**src/rtl/mac_seq.sv**
```systemverilog
// Purpose : queues (activation, weight) pairs and feeds them one at a time to an
//           external MAC. The MAC output is fed back as the next partial sum, and
//           the finished dot product is presented after len pairs.
// Latency : start at edge T with a pre-filled FIFO -> pair k issued at edge
//           T+1+k*(mac_lat+1); out_valid pulses in the cycle after the last pair's
//           result is sampled.
// Backpr. : in_ready = FIFO not full (and not in reset). A pop does not free a slot
//           in the same cycle it happens.
// Ports   : clk/reset (sync, active-high); start; in_valid/in_ready/in_a/in_b;
//           mac_a/mac_b/mac_c -> MAC; mac_out <- MAC; out_valid/out_psum; busy.

module mac_seq #(
    parameter int bw         = 4,
    parameter int psum_bw    = 16,
    parameter int len        = 20,
    parameter int fifo_depth = 4,
    parameter int mac_lat    = 2
) (
    input  logic               clk,
    input  logic               reset,
    input  logic               start,
    input  logic               in_valid,
    output logic               in_ready,
    input  logic [bw-1:0]      in_a,
    input  logic [bw-1:0]      in_b,
    output logic [bw-1:0]      mac_a,
    output logic [bw-1:0]      mac_b,
    output logic [psum_bw-1:0] mac_c,
    input  logic [psum_bw-1:0] mac_out,
    output logic               out_valid,
    output logic [psum_bw-1:0] out_psum,
    output logic               busy
);

    localparam int AW = $clog2(fifo_depth);
    localparam int CW = (len > 1) ? $clog2(len) : 1;
    localparam int WW = (mac_lat > 1) ? $clog2(mac_lat) : 1;

    typedef enum logic [1:0] {
        IDLE  = 2'd0,
        ISSUE = 2'd1,
        WAIT  = 2'd2
    } state_t;

    // ------------------------------------------------------------------
    // Input FIFO: {a, b} per entry, pointers wrap naturally (depth is 2^AW).
    // ------------------------------------------------------------------
    logic [2*bw-1:0] mem [fifo_depth];
    logic [AW-1:0]   wr_ptr;
    logic [AW-1:0]   rd_ptr;
    logic [AW:0]     occ;
    logic            full;
    logic            empty;
    logic            push;
    logic            pop;
    logic [bw-1:0]   head_a;
    logic [bw-1:0]   head_b;

    state_t          state;
    logic [CW-1:0]   cnt;
    logic [WW-1:0]   wcnt;
    logic [psum_bw-1:0] psum;

    assign full     = (occ == (AW+1)'(fifo_depth));
    assign empty    = (occ == '0);
    // in_ready depends only on registered occupancy, so a same-cycle pop
    // never lets a push into a full FIFO.
    assign in_ready = !full && !reset;
    assign push     = in_valid && in_ready;
    assign pop      = (state == ISSUE) && !empty;
    assign head_a   = mem[rd_ptr][2*bw-1:bw];
    assign head_b   = mem[rd_ptr][bw-1:0];

    always_ff @(posedge clk) begin
        if (push) begin
            mem[wr_ptr] <= {in_a, in_b};
        end
    end

    always_ff @(posedge clk) begin
        if (reset) begin
            wr_ptr <= '0;
            rd_ptr <= '0;
            occ    <= '0;
        end else begin
            if (push) begin
                wr_ptr <= wr_ptr + 1'b1;
            end
            if (pop) begin
                rd_ptr <= rd_ptr + 1'b1;
            end
            case ({push, pop})
                2'b10:   occ <= occ + 1'b1;
                2'b01:   occ <= occ - 1'b1;
                default: occ <= occ;
            endcase
        end
    end

    // ------------------------------------------------------------------
    // Sequencer FSM. wcnt counts the edges remaining until mac_out holds the
    // result of the pair issued last; at wcnt==0 that edge is exactly mac_lat
    // edges after the issue edge.
    // ------------------------------------------------------------------
    always_ff @(posedge clk) begin
        if (reset) begin
            state     <= IDLE;
            cnt       <= '0;
            wcnt      <= '0;
            psum      <= '0;
            mac_a     <= '0;
            mac_b     <= '0;
            mac_c     <= '0;
            out_psum  <= '0;
            out_valid <= 1'b0;
        end else begin
            out_valid <= 1'b0;
            case (state)
                IDLE: begin
                    if (start) begin
                        psum  <= '0;
                        cnt   <= '0;
                        state <= ISSUE;
                    end
                end
                ISSUE: begin
                    if (!empty) begin
                        mac_a <= head_a;
                        mac_b <= head_b;
                        mac_c <= psum;
                        wcnt  <= WW'(mac_lat - 1);
                        state <= WAIT;
                    end
                end
                WAIT: begin
                    if (wcnt != '0) begin
                        wcnt <= wcnt - 1'b1;
                    end else begin
                        psum <= mac_out;
                        if (cnt == CW'(len - 1)) begin
                            out_psum  <= mac_out;
                            out_valid <= 1'b1;
                            state     <= IDLE;
                        end else begin
                            cnt   <= cnt + 1'b1;
                            state <= ISSUE;
                        end
                    end
                end
                default: state <= IDLE;
            endcase
        end
    end

    assign busy = (state != IDLE);

endmodule

```
**config.mk**
```make
export PLATFORM = sky130hd
export DESIGN_NAME = mac_seq
export DESIGN_NICKNAME = d
export VERILOG_FILES = /design/src/rtl/mac_seq.sv
export SDC_FILE = /design/constraint.sdc
export NUM_CORES = 1
export LEC_CHECK = 0
export BUFFER_PORTS_ARGS = -buffer_cell sky130_fd_sc_hd__buf_4
export CAP_MARGIN = 5
export CORE_MARGIN = 2
export CORE_UTILIZATION = 45
export DETAILED_ROUTE_END_ITERATION = 10
export PLACE_DENSITY_LB_ADDON = 0.08
export SYNTH_ARGS = -nofsm -noshare
export SYNTH_HDL_FRONTEND = slang
export SYNTH_SLANG_ARGS = --single-unit
```
**constraint.sdc**
```tcl
create_clock -name clk -period 2.7 [get_ports clk]
set_input_delay 0.405 -clock clk [delete_from_list [all_inputs] [get_ports clk]]
set_output_delay 0.405 -clock clk [all_outputs]
set_load 0.02 [all_outputs]
```
; ---- Word level (Yosys, flattened, before mapping)
; Memory sizes are Yosys's and may differ from the RTL's. A register that Yosys moved wholly into a read port is not among the register bits.
; Index checks and enable logic that the tools add are counted.
[totals]
ramBits = 32
inputBits = 28
wordCells = 68
memories = 1
reg_bits = 64
[memory_table]
columns = memory, words, word_bits, rd, rd_ports_with_merged_regs, write_ports, line_no
row1 = mem, 4, 8, 1, 1, 1, 48  ; logic [2*bw-1:0] mem [fifo_depth];
[classes]
mux = 19
addsub = 6
n_eq_ne = 10
bitwise = 3
reduce_logical = 19
[op_table]
columns = op, count
row1 = two-way mux 16 bit, 2
row2 = case mux 16 bit (2 select lines), 1
row3 = two-way mux 5 bit, 3
row4 = case mux 5 bit (2 select lines), 1
row5 = AND reduction 3 bit, 3
row6 = != test 2 bit (second input constant), 4
row7 = nonzero test 2 bit, 4
row8 = two-way mux 1 bit, 6
row9 = two-way mux 2 bit, 3
row10 = case mux 2 bit (3 select lines), 1
row11 = case mux 3 bit (2 select lines), 1
row12 = adder 5 x 1 -> 5 bit (second input constant), 1
row13 = equality test 5 bit (second input constant), 1
row14 = adder 2 x 1 -> 2 bit (second input constant), 2
row15 = equality test 2 x 1 -> 1 bit (second input constant), 2
row16 = equality test 2 bit (second input constant), 2
row17 = AND reduction 2 bit, 2
row18 = AND reduction 4 bit, 1
row19 = adder 3 x 1 -> 3 bit (second input constant), 1
row20 = equality test 3 bit (second input constant), 1
row21 = logical AND 1 bit, 3
row22 = logical NOT 1 bit, 3
row23 = logical NOT 3 bit, 1
row24 = NOT 1 bit, 3
row25 = 5 further kinds, 5

; ---- Depth between registers and ports, before layout
[depth]
word_depth = 6
mapped_depth = 10
ltp_nobuf = 8

; ---- Worst setup path before layout
; No wires, ideal clock.
[synth_timing]
path_kind = flip-flop to flip-flop
startpoint = register occ[0]
endpoint = register occ[2]
n_path_buf = 1
stages_incl_launch_ff = 10
required_time_ns = 2.630
path_slack_ns = 0.298
arrival_ns = 2.332
period_less_slack_ns = 2.402
path_cell_list = dfxtp_1 or3_1 nand2_1 inv_2 buf_2 ha_1 fa_1 xnor2_1 or3_1 a21oi_1
[synth_rtl]
columns = item, line_no
row1 = "start, declared", 51  ; logic [AW:0] occ;
row2 = "start signal, assigned", 93  ; 2'b10: occ <= occ + 1'b1;
row3 = "start signal, assigned", 94  ; 2'b01: occ <= occ - 1'b1;
row4 = logical NOT 3 bit *, 65  ; assign empty = (occ == '0);
row5 = logical NOT 1 bit *, n/a
row6 = logical AND 1 bit *, 70  ; assign pop = (state == ISSUE) && !empty;
row7 = net pop, 55  ; logic pop;
row8 = equality test 2 x 1 -> 1 bit or equality test 2 bit (tied branches), 92  ; case ({push, pop})
row9 = case mux 3 bit (2 select lines) or nonzero test 2 bit (tied branches), n/a
; Mark *: on every way through the listed nets, which the timed path passes. The rest lies on a longest branch.
; A chain may end at the register's enable or synchronous reset.

; ---- Worst setup path after layout
[layout_timing]
startpoint = register occ[0]
endpoint = register occ[2]
[layout_between]
elab_chain_cells = 6
[layout_lines]
columns = item, line_no
row1 = equality test 3 bit, 64  ; assign full = (occ == (AW+1)'(fifo_depth));
row2 = logical NOT 1 bit, 68  ; assign in_ready = !full && !reset;
row3 = logical AND 1 bit, 68
row4 = logical AND 1 bit, 69  ; assign push = in_valid && in_ready;
row5 = equality test 2 x 1 -> 1 bit or equality test 2 bit (tied branches), 92
row6 = case mux 3 bit (2 select lines) or nonzero test 2 bit (tied branches), n/a
; Parallel ways exist; a longest one is shown, timed or not.

==> load_flow_metrics.sql <==
INSERT INTO impl_metrics (metric_group, metric, value, unit) VALUES
('critical_path', 'crit_path_frequent_cell', 'sky130_fd_sc_hd__or3_1', ''),
('power_and_ir_drop', 'power-per-cell-area', '636', 'mW/mm²'),
('die', 'die_height', '96.9', 'µm'),
('timing', 'final.period_utilization', '79.3', '%'),
('synthesis', 'postSynthCellCount', '365', ''),
('detailed_routing', 'detailed_route_wire_length', '8150', 'µm'),
('critical_path', 'crit_family', 'simple AND/OR/NAND/NOR gates', ''),
('critical_path', 'timing.critical_path.buf_inv', '1', ''),
('timing', 'rsz0062_at_grt', 'no', ''),
('synthesis', 'synth_top_flop_cell', 'sky130_fd_sc_hd__dfxtp_1', ''),
('detailed_routing', 'vias', '2766', ''),
('timing', 'timing.clock.skew', '0.0110', 'ns'),
('grt', 'grt_pass1_vias', '2599', ''),
('cells_and_area', 'layout.filler_cells', '735', ''),
('timing', 'clock.fmax', '467', 'MHz'),
('synthesis', 'postSynth.asyncResetShare', '0', '%'),
('clocking', 'post_cts_buffers', '0', ''),
('power_and_ir_drop', 'cellLeakagePower', '1.72', 'nW'),
('die', 'die_w', '96.9', 'µm'),
('outcome', 'run_status', 'complete, no violations', ''),
('detailed_routing', 'routed_wire_length_per_instance', '15.1', 'µm'),
('critical_path', 'path_max_fanout', '5', ''),
('worst_hold_path', 'hold_crit_path_type', 'in2reg', ''),
('clocking', 'cts_buffers', '9', ''),
('clocking', 'clock-root-buffer', 'sky130_fd_sc_hd__clkbuf_8', ''),
('timing', 'setup_violations', '0', ''),
('cells_and_area', 'layout_stage_area_growth_over_the_synthesis_result', '20.3', '%'),
('die', 'num_io_pins', '71', ''),
('clocking', 'clock_tree.htree_level_count', '3', ''),
('grt', 'wire_length_of_the_first_global_routing_pass', '13300', 'µm'),
('synthesis', 'syn_area_per_cell', '10.7', 'µm²'),
('clocking', 'cts_hold_buf', '0', ''),
('synthesis', 'postSynthNetCount', '400', ''),
('detailed_routing', 'detailedRoute.firstPassIterationCount', '4', ''),
('clocking', 'cts.repair.resized', '0', ''),
('critical_path', 'critPathKind', 'reg2reg', ''),
('grt', 'grt_antenna_before_repair', '0', ''),
('cells_and_area', 'regArea', '0.00240', 'mm²'),
('place', 'dp_hpwl', '5160', 'µm'),
('clocking', 'tritoncts_clock_tree', 'done', ''),
('synthesis', 'synth_common_cells', 'sky130_fd_sc_hd__nand2_1 (87), sky130_fd_sc_hd__dfxtp_1 (72), sky130_fd_sc_hd__a21oi_1 (49)', ''),
('clocking', 'path_clk_slew', '0.10', 'ns'),
('grt', 'global_route.usage.total', '17.7', '%'),
('power_and_ir_drop', 'ir_worst_vdd', '0.317', 'mV'),
('synthesis', 'synthDominantAreaCellType', 'sky130_fd_sc_hd__dfxtp_1', ''),
('synthesis', 'synth.yosys.seq_area_share', '61.8', '%'),
('run', 'maxCapViolCount', '0', ''),
('timing', 'tightest_slew', '0.763', 'ns'),
('synthesis', 'post-synth-top-area-fraction', '37.1', '%'),
('detailed_routing', 'number_of_remaining_drc_errors', '0', ''),
('synthesis', 'synth_area_leaders', 'sky130_fd_sc_hd__dfxtp_1 (37%), sky130_fd_sc_hd__edfxtp_1 (25%), sky130_fd_sc_hd__nand2_1 (8.4%)', ''),
('synthesis', 'syn_area', '0.00389', 'mm²'),
('synthesis', 'ys_warn_count', '0', ''),
('critical_path', 'cpMaxStageDelayCell', 'sky130_fd_sc_hd__or3_1', ''),
('timing', 'slew_headroom', '49.1', '%'),
('timing', 'fin_tns_setup', '0', 'ns'),
('critical_path', 'setup.worst_path.end_class', 'register', ''),
('cells_and_area', 'num-nets-final', '465', ''),
('detailed_routing', 'route.antenna.remaining_nets', '0', ''),
('critical_path', 'worst_path_largest_cell_delay', '0.40', 'ns'),
('detailed_routing', 'via_per_inst', '5.12', ''),
('grt', 'grt_start_max_net_pins', '74', ''),
('critical_path', 'timing.critical_path.cells', 'or3_1 > nand2_1 > inv_2 > ha_1 > fa_1 > xnor2_1 > or3_1 > a21oi_1', ''),
('die', 'design.core.area', '0.00830', 'mm²'),
('die', 'floorplan.initialDensity', '46.8', '%'),
('synthesis', 'yosys.cell_types.count', '36', ''),
('cells_and_area', 'share_of_post_route_cells_with_drive_strength_above_1', '23.7', '%'),
('clocking', 'clock_latency', '0.36', 'ns'),
('critical_path', 'cp-start-kind', 'register', ''),
('timing', 'timing_max_transition_violations_final', '0', ''),
('die', 'design.die.area', '0.00940', 'mm²');
## power breakdown
part           total, mW  leakage (nW)  internal (mW)  switching, mW
clock              0.965        0.0953          0.435          0.531
sequential          1.70         0.872           1.66         0.0476
combinational      0.307         0.755          0.132          0.175
total               2.98          1.72           2.22          0.753
## cell usage in the layout (no fill, tap or decap), drive strengths merged, types with 3 or more instances in the layout
cell / count
nand2: 87
inv: 9
nor2: 27
clkbuf: 10
a211oi: 3
ha: 6
o21ai: 3
and2: 6
xnor2: 3
dfxtp: 72
buf: 75
a22oi: 16
nand3: 4
mux4: 8
a21oi: 49
edfxtp: 32
nand2b: 4
## metal layers
layer  global-route usage (%)  share of wire (%)  routed length [µm]
met1                     25.1                 48                3880
met2                     27.5                 47                3830
met3                     4.26                4.4                 359
met4                     4.77                1.0                  84
met5                        0                  0                   0
## state kept, by name, indices dropped and copies added (netlist names)
signal     count
mac_a          4
occ            3
mem           32
out_psum      16
mac_c         16
out_valid      1
state          2
cnt            5
wcnt           1
mac_b          4
psum          16
rd_ptr         2
wr_ptr         2
## stage by stage
step	area, µm²	setup slack, ns	std cells	total power [mW]	util, %
after floorplan	3890	0.298	365	1.93	-
after global placement	4490	0.597	524	2.05	54.0
after detailed placement	4490	0.560	524	2.05	54.0
after CTS	4680	0.545	540	3.00	56.4
after global routing	4680	0.462	540	3.11	56.4
final	4680	0.559	540	2.98	56.4
## layout make-up
| type | instances | area share, % |
|---|---|---|
| tap | 105 | 2.81 |
| clock inverter | 6 | 1.39 |
| inverter | 6 | 0.481 |
| clock buffer | 10 | 2.73 |
| multi-input combinational | 234 | 29.2 |
| timing repair buffer | 75 | 12.0 |
| sequential | 104 | 51.4 |
## kinds of logic (layout without fill, tap and decap cells)
| family | after synthesis | count (layout) | share of synthesized area (%) |
|---|---|---|---|
| buffers and inverters | 27 | 97 | 3.06 |
| xor gates and xnor gates | 5 | 5 | 1.13 |
| adders and majority gates | 7 | 7 | 2.45 |
| AOI/OAI and AO/OA | 75 | 75 | 11.5 |
| muxes | 9 | 9 | 4.89 |
| and+or+nand+nor | 138 | 138 | 15.2 |
| DFF | 104 | 104 | 61.8 |
## final timing paths
kind,startpoint,end,slack (ns),cells after the start
setup / recovery,occ[0]$_SDFFE_PP0P_,occ[2]$_SDFFE_PP0P_,0.56,8
hold / removal,in_a[1],mem[2][5]$_DFFE_PP_,0.24,1
setup reg to reg,occ[0]$_SDFFE_PP0P_,occ[2]$_SDFFE_PP0P_,0.56,8
hold reg to reg,psum[2]$_SDFFE_PP0P_,mac_c[2]$_SDFFE_PP0P_,0.45,2
Power figures use the tool's default switching activity.
